## config.mk

```make
export PLATFORM = sky130hd
export DESIGN_NAME = exception_sequencer_flat
export DESIGN_NICKNAME = d
export VERILOG_FILES = /design/src/rtl/exc_pkg.sv /design/src/rtl/exception_sequencer_if.sv /design/src/rtl/exc_priority_sel.sv /design/src/rtl/exception_sequencer.sv /design/src/flat_wrapper.sv
export SDC_FILE = /design/constraint.sdc
export NUM_CORES = 1
export LEC_CHECK = 0
export BUFFER_PORTS_ARGS = -buffer_cell sky130_fd_sc_hd__buf_2
export CORE_MARGIN = 8
export CORE_UTILIZATION = 45
export CTS_BUF_LIST = sky130_fd_sc_hd__clkbuf_4 sky130_fd_sc_hd__clkbuf_8 sky130_fd_sc_hd__clkbuf_16
export DETAILED_ROUTE_END_ITERATION = 8
export PLACE_DENSITY = 0.81
export SYNTH_ARGS = -nofsm -noshare
export SYNTH_HDL_FRONTEND = slang
export SYNTH_SLANG_ARGS = --single-unit
```

## constraint.sdc

```tcl
create_clock -name clk -period 2.5 [get_ports clk]
set_input_delay 0.25 -clock clk [delete_from_list [all_inputs] [get_ports clk]]
set_output_delay 0.25 -clock clk [all_outputs]
set_load 0.1 [all_outputs]
```

## src/rtl/exc_pkg.sv

```systemverilog
// Shared cause codes, pending/mask bit positions and sequencer state encoding.
package exc_pkg;

  localparam logic [2:0] CAUSE_NONE = 3'd0;
  localparam logic [2:0] CAUSE_OVF  = 3'd1;
  localparam logic [2:0] CAUSE_STEP = 3'd2;
  localparam logic [2:0] CAUSE_BRK  = 3'd3;
  localparam logic [2:0] CAUSE_EXT  = 3'd4;

  // Bit positions within pending and mask: {ext, step, ovf, brk}
  localparam int unsigned BIT_BRK  = 0;
  localparam int unsigned BIT_OVF  = 1;
  localparam int unsigned BIT_STEP = 2;
  localparam int unsigned BIT_EXT  = 3;

  typedef enum logic [1:0] {
    IDLE,
    FLUSH,
    VECTOR,
    SERVICE
  } state_t;

endpackage

```

## src/rtl/exception_sequencer_if.sv

```systemverilog
// Pipeline-side bundle: exception sources in, flush/redirect/EPC state out.
interface exception_sequencer_if #(
  parameter int EPC_W = 32
);
  logic             overflow;
  logic             instr_break;
  logic             ext_irq;
  logic             single_step_en;
  logic             instr_retire;
  logic             if_JR;
  logic [3:0]       mask;
  logic [EPC_W-1:0] cur_pc;
  logic             flush;
  logic             pc_redirect;
  logic [EPC_W-1:0] redirect_pc;
  logic [EPC_W-1:0] epc;
  logic [2:0]       cause;
  logic             in_service;

  // Pipeline / testbench side
  modport master (
    output overflow, instr_break, ext_irq, single_step_en, instr_retire,
           if_JR, mask, cur_pc,
    input  flush, pc_redirect, redirect_pc, epc, cause, in_service
  );

  // Exception sequencer side
  modport slave (
    input  overflow, instr_break, ext_irq, single_step_en, instr_retire,
           if_JR, mask, cur_pc,
    output flush, pc_redirect, redirect_pc, epc, cause, in_service
  );
endinterface

```

## src/rtl/exc_priority_sel.sv

```systemverilog
// Fixed-priority pick over enabled pending sources: brk > ovf > step > ext.
module exc_priority_sel
  import exc_pkg::*;
(
  input  logic [3:0] pending,
  input  logic [3:0] mask,
  output logic [3:0] grant,
  output logic [2:0] cause
);

  logic [3:0] req;

  assign req = pending & mask;

  // One-hot grant and matching cause code for the highest-priority request
  always_comb begin
    grant = '0;
    cause = CAUSE_NONE;
    if (req[BIT_BRK]) begin
      grant[BIT_BRK] = 1'b1;
      cause          = CAUSE_BRK;
    end else if (req[BIT_OVF]) begin
      grant[BIT_OVF] = 1'b1;
      cause          = CAUSE_OVF;
    end else if (req[BIT_STEP]) begin
      grant[BIT_STEP] = 1'b1;
      cause           = CAUSE_STEP;
    end else if (req[BIT_EXT]) begin
      grant[BIT_EXT] = 1'b1;
      cause          = CAUSE_EXT;
    end
  end

endmodule

```

## src/rtl/exception_sequencer.sv

```systemverilog
// Exception entry/exit sequencer: sticky pending sources, priority take,
// timed flush, one-cycle vector redirect, and no nesting until JR return.
module exception_sequencer
  import exc_pkg::*;
#(
  parameter logic [31:0] SERVICE_PC   = 32'd76,
  parameter int unsigned FLUSH_CYCLES = 2,
  parameter int          EPC_W        = 32
) (
  input  logic                 clk,
  input  logic                 rst_n,
  exception_sequencer_if.slave bus
);

  state_t           state;
  logic [2:0]       cnt;
  logic [3:0]       pending;
  logic [3:0]       set_bits;
  logic [3:0]       grant;
  logic [2:0]       sel_cause;
  logic             step_armed;
  logic             step_hit;
  logic             take;
  logic             jr_ret;
  logic             flush_q;
  logic             redirect_q;
  logic             in_service_q;
  logic [EPC_W-1:0] redirect_pc_q;
  logic [EPC_W-1:0] epc_q;
  logic [2:0]       cause_q;

  exc_priority_sel u_sel (
    .pending (pending),
    .mask    (bus.mask),
    .grant   (grant),
    .cause   (sel_cause)
  );

  assign step_hit = bus.instr_retire & step_armed;
  assign set_bits = {bus.ext_irq, step_hit, bus.overflow, bus.instr_break};
  assign take     = (state == IDLE) && (grant != '0);
  assign jr_ret   = (state == SERVICE) && bus.if_JR;

  // Sticky pending bits; the taken bit's clear wins over a same-cycle set
  always_ff @(posedge clk or negedge rst_n) begin
    if (!rst_n) pending <= '0;
    else        pending <= (pending | set_bits) & ~(take ? grant : 4'b0000);
  end

  // Step arming: loaded on handler return, consumed by the next retire
  always_ff @(posedge clk or negedge rst_n) begin
    if (!rst_n)        step_armed <= 1'b0;
    else if (jr_ret)   step_armed <= bus.single_step_en;
    else if (step_hit) step_armed <= 1'b0;
  end

  // Sequencer FSM with registered flush/redirect/service outputs
  always_ff @(posedge clk or negedge rst_n) begin
    if (!rst_n) begin
      state         <= IDLE;
      cnt           <= '0;
      flush_q       <= 1'b0;
      redirect_q    <= 1'b0;
      in_service_q  <= 1'b0;
      redirect_pc_q <= EPC_W'(SERVICE_PC);
      epc_q         <= '0;
      cause_q       <= CAUSE_NONE;
    end else begin
      redirect_pc_q <= EPC_W'(SERVICE_PC);
      case (state)
        IDLE: begin
          if (take) begin
            state        <= FLUSH;
            cnt          <= 3'(FLUSH_CYCLES - 1);
            epc_q        <= bus.cur_pc;
            cause_q      <= sel_cause;
            flush_q      <= 1'b1;
            in_service_q <= 1'b1;
          end
        end
        FLUSH: begin
          if (cnt == '0) begin
            state      <= VECTOR;
            redirect_q <= 1'b1;
          end else begin
            cnt <= cnt - 3'd1;
          end
        end
        VECTOR: begin
          state      <= SERVICE;
          flush_q    <= 1'b0;
          redirect_q <= 1'b0;
        end
        SERVICE: begin
          if (bus.if_JR) begin
            state        <= IDLE;
            in_service_q <= 1'b0;
          end
        end
        default: state <= IDLE;
      endcase
    end
  end

  assign bus.flush       = flush_q;
  assign bus.pc_redirect = redirect_q;
  assign bus.redirect_pc = redirect_pc_q;
  assign bus.epc         = epc_q;
  assign bus.cause       = cause_q;
  assign bus.in_service  = in_service_q;

endmodule
```

## src/flat_wrapper.sv

```systemverilog
// flat-port wrapper written by rule: the top's interface ports become plain ports
module exception_sequencer_flat import exc_pkg::*;
#(
  parameter logic [31:0] SERVICE_PC   = 32'd76,
  parameter int unsigned FLUSH_CYCLES = 2,
  parameter int          EPC_W        = 32
)
  (clk, rst_n, bus_overflow, bus_instr_break, bus_ext_irq, bus_single_step_en, bus_instr_retire, bus_if_JR, bus_mask, bus_cur_pc, bus_flush, bus_pc_redirect, bus_redirect_pc, bus_epc, bus_cause, bus_in_service);
  exception_sequencer_if #(.EPC_W(EPC_W)) bus_i ();
  input  logic clk;
  input  logic rst_n;
  input wire logic [$bits(bus_i.overflow)-1:0] bus_overflow;
  input wire logic [$bits(bus_i.instr_break)-1:0] bus_instr_break;
  input wire logic [$bits(bus_i.ext_irq)-1:0] bus_ext_irq;
  input wire logic [$bits(bus_i.single_step_en)-1:0] bus_single_step_en;
  input wire logic [$bits(bus_i.instr_retire)-1:0] bus_instr_retire;
  input wire logic [$bits(bus_i.if_JR)-1:0] bus_if_JR;
  input wire logic [$bits(bus_i.mask)-1:0] bus_mask;
  input wire logic [$bits(bus_i.cur_pc)-1:0] bus_cur_pc;
  output wire logic [$bits(bus_i.flush)-1:0] bus_flush;
  output wire logic [$bits(bus_i.pc_redirect)-1:0] bus_pc_redirect;
  output wire logic [$bits(bus_i.redirect_pc)-1:0] bus_redirect_pc;
  output wire logic [$bits(bus_i.epc)-1:0] bus_epc;
  output wire logic [$bits(bus_i.cause)-1:0] bus_cause;
  output wire logic [$bits(bus_i.in_service)-1:0] bus_in_service;
  assign bus_i.overflow = bus_overflow;
  assign bus_i.instr_break = bus_instr_break;
  assign bus_i.ext_irq = bus_ext_irq;
  assign bus_i.single_step_en = bus_single_step_en;
  assign bus_i.instr_retire = bus_instr_retire;
  assign bus_i.if_JR = bus_if_JR;
  assign bus_i.mask = bus_mask;
  assign bus_i.cur_pc = bus_cur_pc;
  assign bus_flush = bus_i.flush;
  assign bus_pc_redirect = bus_i.pc_redirect;
  assign bus_redirect_pc = bus_i.redirect_pc;
  assign bus_epc = bus_i.epc;
  assign bus_cause = bus_i.cause;
  assign bus_in_service = bus_i.in_service;
  exception_sequencer #(.SERVICE_PC(SERVICE_PC), .FLUSH_CYCLES(FLUSH_CYCLES), .EPC_W(EPC_W)) u_core (.clk(clk), .rst_n(rst_n), .bus(bus_i));
endmodule
```

==> results by group <==
Outcome
  • Status: finished clean

Finish
  • Nets@finish: 329
  • ANT cells: 0
  • Share of layout cells above drive strength 1: 45.2%
  • Post-route cell area: 0.00287 sq mm
  • Area delta synth->final: 19.4%
  • Final Core Density: 55.9%

Global routing
  • Initial antenna violation count: 0
  • Largest net degree at the start of global routing: 33
  • All-Layer GR Usage: 12.5%
  • First-pass GRT wire length: 7800 microns
  • Overflow after GRT: 0
  • Vias in the first global route: 1702

Logic synthesis
  • Share of the synthesized area in the top cell type: 49.9%
  • Number of enable flip-flop cells after synthesis: 0
  • Synth top cells by count: dfrtp_1, buf_4, mux2_4
  • Top FF cell, synth: dfrtp_1
  • Largest cells by area after synthesis: dfrtp_1, mux2_4, buf_4
  • Most common cell in the netlist: dfrtp_1
  • Synth warnings: 0
  • Syn avg cell area: 12.5 sq um
  • Cell Area, Synth: 0.00241 sq mm
  • Seq/Total Area, Yosys: 49.9%
  • Distinct cell type count of the synthesized netlist: 29
  • Synth async-reset ratio: 100%
  • Synth Instances: 192
  • Synthesized flop and latch total: 48
  • Largest area contributor in the netlist: dfrtp_1

Clock tree
  • CTS root buf: clkbuf_8
  • CTS max path bufs: 2
  • # resized after CTS: 0
  • Clock insertion delay at the later pin of the skew report: 0.29 ns
  • Cts-stage hold buffer count: 1
  • CTS buffer count: 5
  • Setup bufs post-CTS: 0
  • H-tree depth: 2
  • CTS clk-pin slew, worst paths: 0.09 ns
  • CTS tree: done
  • Clk sink count: 48

Die
  • Std-Cell Rows: 26
  • Die H: 89.1 microns
  • Starting Density: 46.8%
  • Die area: 0.00794 sq mm
  • Die Span X: 89.1 microns
  • IO Count: 114
  • Core Area: 0.00514 sq mm

Routing
  • Metal-1 WL: 2070 microns
  • DR top layer: met4
  • WL per Instance: 14.8 microns
  • WL met3: 499 microns
  • Vias: 1644
  • Wire length on met2: 2550 microns
  • Post-Route WL: 5170 microns
  • 1st-iter DRT viols: 55
  • Residual DRC count: 0
  • Drt pass-1 iters: 4
  • DRT antenna net count: 0
  • Drt via density: 4.71

Critical path
  • CP required: 2.68 ns
  • Crit path kind: reg -> reg
  • Crit Path Max Fanout: 32
  • Crit path DAT: 2.24 ns
  • Critical Path Start Type: flip-flop
  • Critical Path End Type: flip-flop
  • Worst r2r src: u_core.state[1]
  • CP startpoint: u_core.state[1]

Timing
  • Final min period: 2.06 ns
  • RSZ-0062 raised after global routing: false
  • Post-route setup TNS: 0 ns
  • Setup-failing EPs final: 0
  • Hold Fails Final Rpt: 0
  • Slew Limit Fails: 0
  • Final Cycle Share: 82.5%
  • Worst Skew: 0.00777 ns
  • Max Fclk: 485 MHz

Placed design
  • Final GP Congestion: 0.826
  • Detailed Place HPWL: 4020 microns
  • Port Buffers: 81
  • Area after DPL: 0.00278 sq mm

Hold path
  • Worst Hold Class: in -> reg
  • Min-delay src: bus_cur_pc[2]

Flow run
  • Max-cap violation count: 0
critical path, cell delays in order, from the launching register on:
cell	delay, ns
dfrtp_1	0.43
inv_1	0.12
ha_1	0.32
inv_1	0.20
a21oi_4	0.23
buf_12	0.27
mux2_2	0.36
cell type report:
| cell class | instances | area (sq um) |
|---|---|---|
| Fill cell | 463 | 2270 |
| Sequential cell | 48 | 1200 |
| Timing Repair Buffer | 85 | 450 |
| Inverter | 7 | 26.3 |
| Multi-Input combinational cell | 131 | 1020 |
| Tap cell | 70 | 87.6 |
| Clock buffer | 5 | 68.8 |
| Clock inverter | 3 | 18.8 |
kinds of logic (layout without fill, tap and decap cells):
kind of cell | count (synthesis) | after routing | share of synthesized area [%]
muxes | 36 | 36 | 20.7
other | 2 | 32 | 0.312
DFF | 48 | 48 | 49.9
and+or+nand+nor | 34 | 34 | 6.24
AOI/OAI and AO/OA | 22 | 22 | 6.50
buffers and inverters | 43 | 100 | 12.6
adders and majority gates | 7 | 7 | 3.64
per-layer routing:
| metal | up-vias | global-route usage, % |
|---|---|---|
| li1 | 768 | - |
| met1 | 803 | 14.4 |
| met2 | 67 | 21.8 |
| met3 | 6 | 3.49 |
| met4 | 0 | 3.93 |
| met5 | - | 0 |
through the flow:
step	hold WS [ns]	worst slack, ns	cells
global placement	0.230	0.528	340
CTS	0.170	0.440	349
floorplan	-0.0456	0.520	222
global route	0.171	0.287	349
finish	0.182	0.437	349
detailed placement	0.238	0.452	340
sequential cells by signal (all words and copies together) (netlist names):
register                count
u_core.bus.cause            3
u_core.bus.epc             32
u_core.bus.flush            1
u_core.bus.in_service       1
u_core.bus.pc_redirect      1
u_core.cnt                  3
u_core.pending              4
u_core.state                2
u_core.step_armed           1
final timing paths:
path                                 endpoint  slack (ns)  depth (start not counted)
max                        u_core.bus.epc[18]        0.44                          6
min                         u_core.bus.epc[2]        0.18                          2
max reg2reg                u_core.bus.epc[18]        0.44                          6
min reg2reg                u_core.bus.epc[19]        0.51                          1
max in group asynchronous  u_core.bus.epc[26]        1.33                          3
min in group asynchronous  u_core.bus.epc[21]        0.44                          2
cells in the final DEF, fill, tap and decap left out, types with 4 or more instances in the layout:
| cell | n |
|---|---|
| a31oi_1 | 4 |
| buf_2 | 81 |
| clkbuf_8 | 5 |
| conb_1 | 32 |
| dfrtp_1 | 48 |
| ha_1 | 7 |
| inv_1 | 7 |
| mux2_2 | 7 |
| mux2_4 | 26 |
| nand2_1 | 14 |
| nand3_1 | 5 |
| nor2_1 | 9 |
| o21ai_0 | 4 |
Power is not shown: default switching activity piles up to over one toggle a cycle in this logic, so the estimate is an artifact.
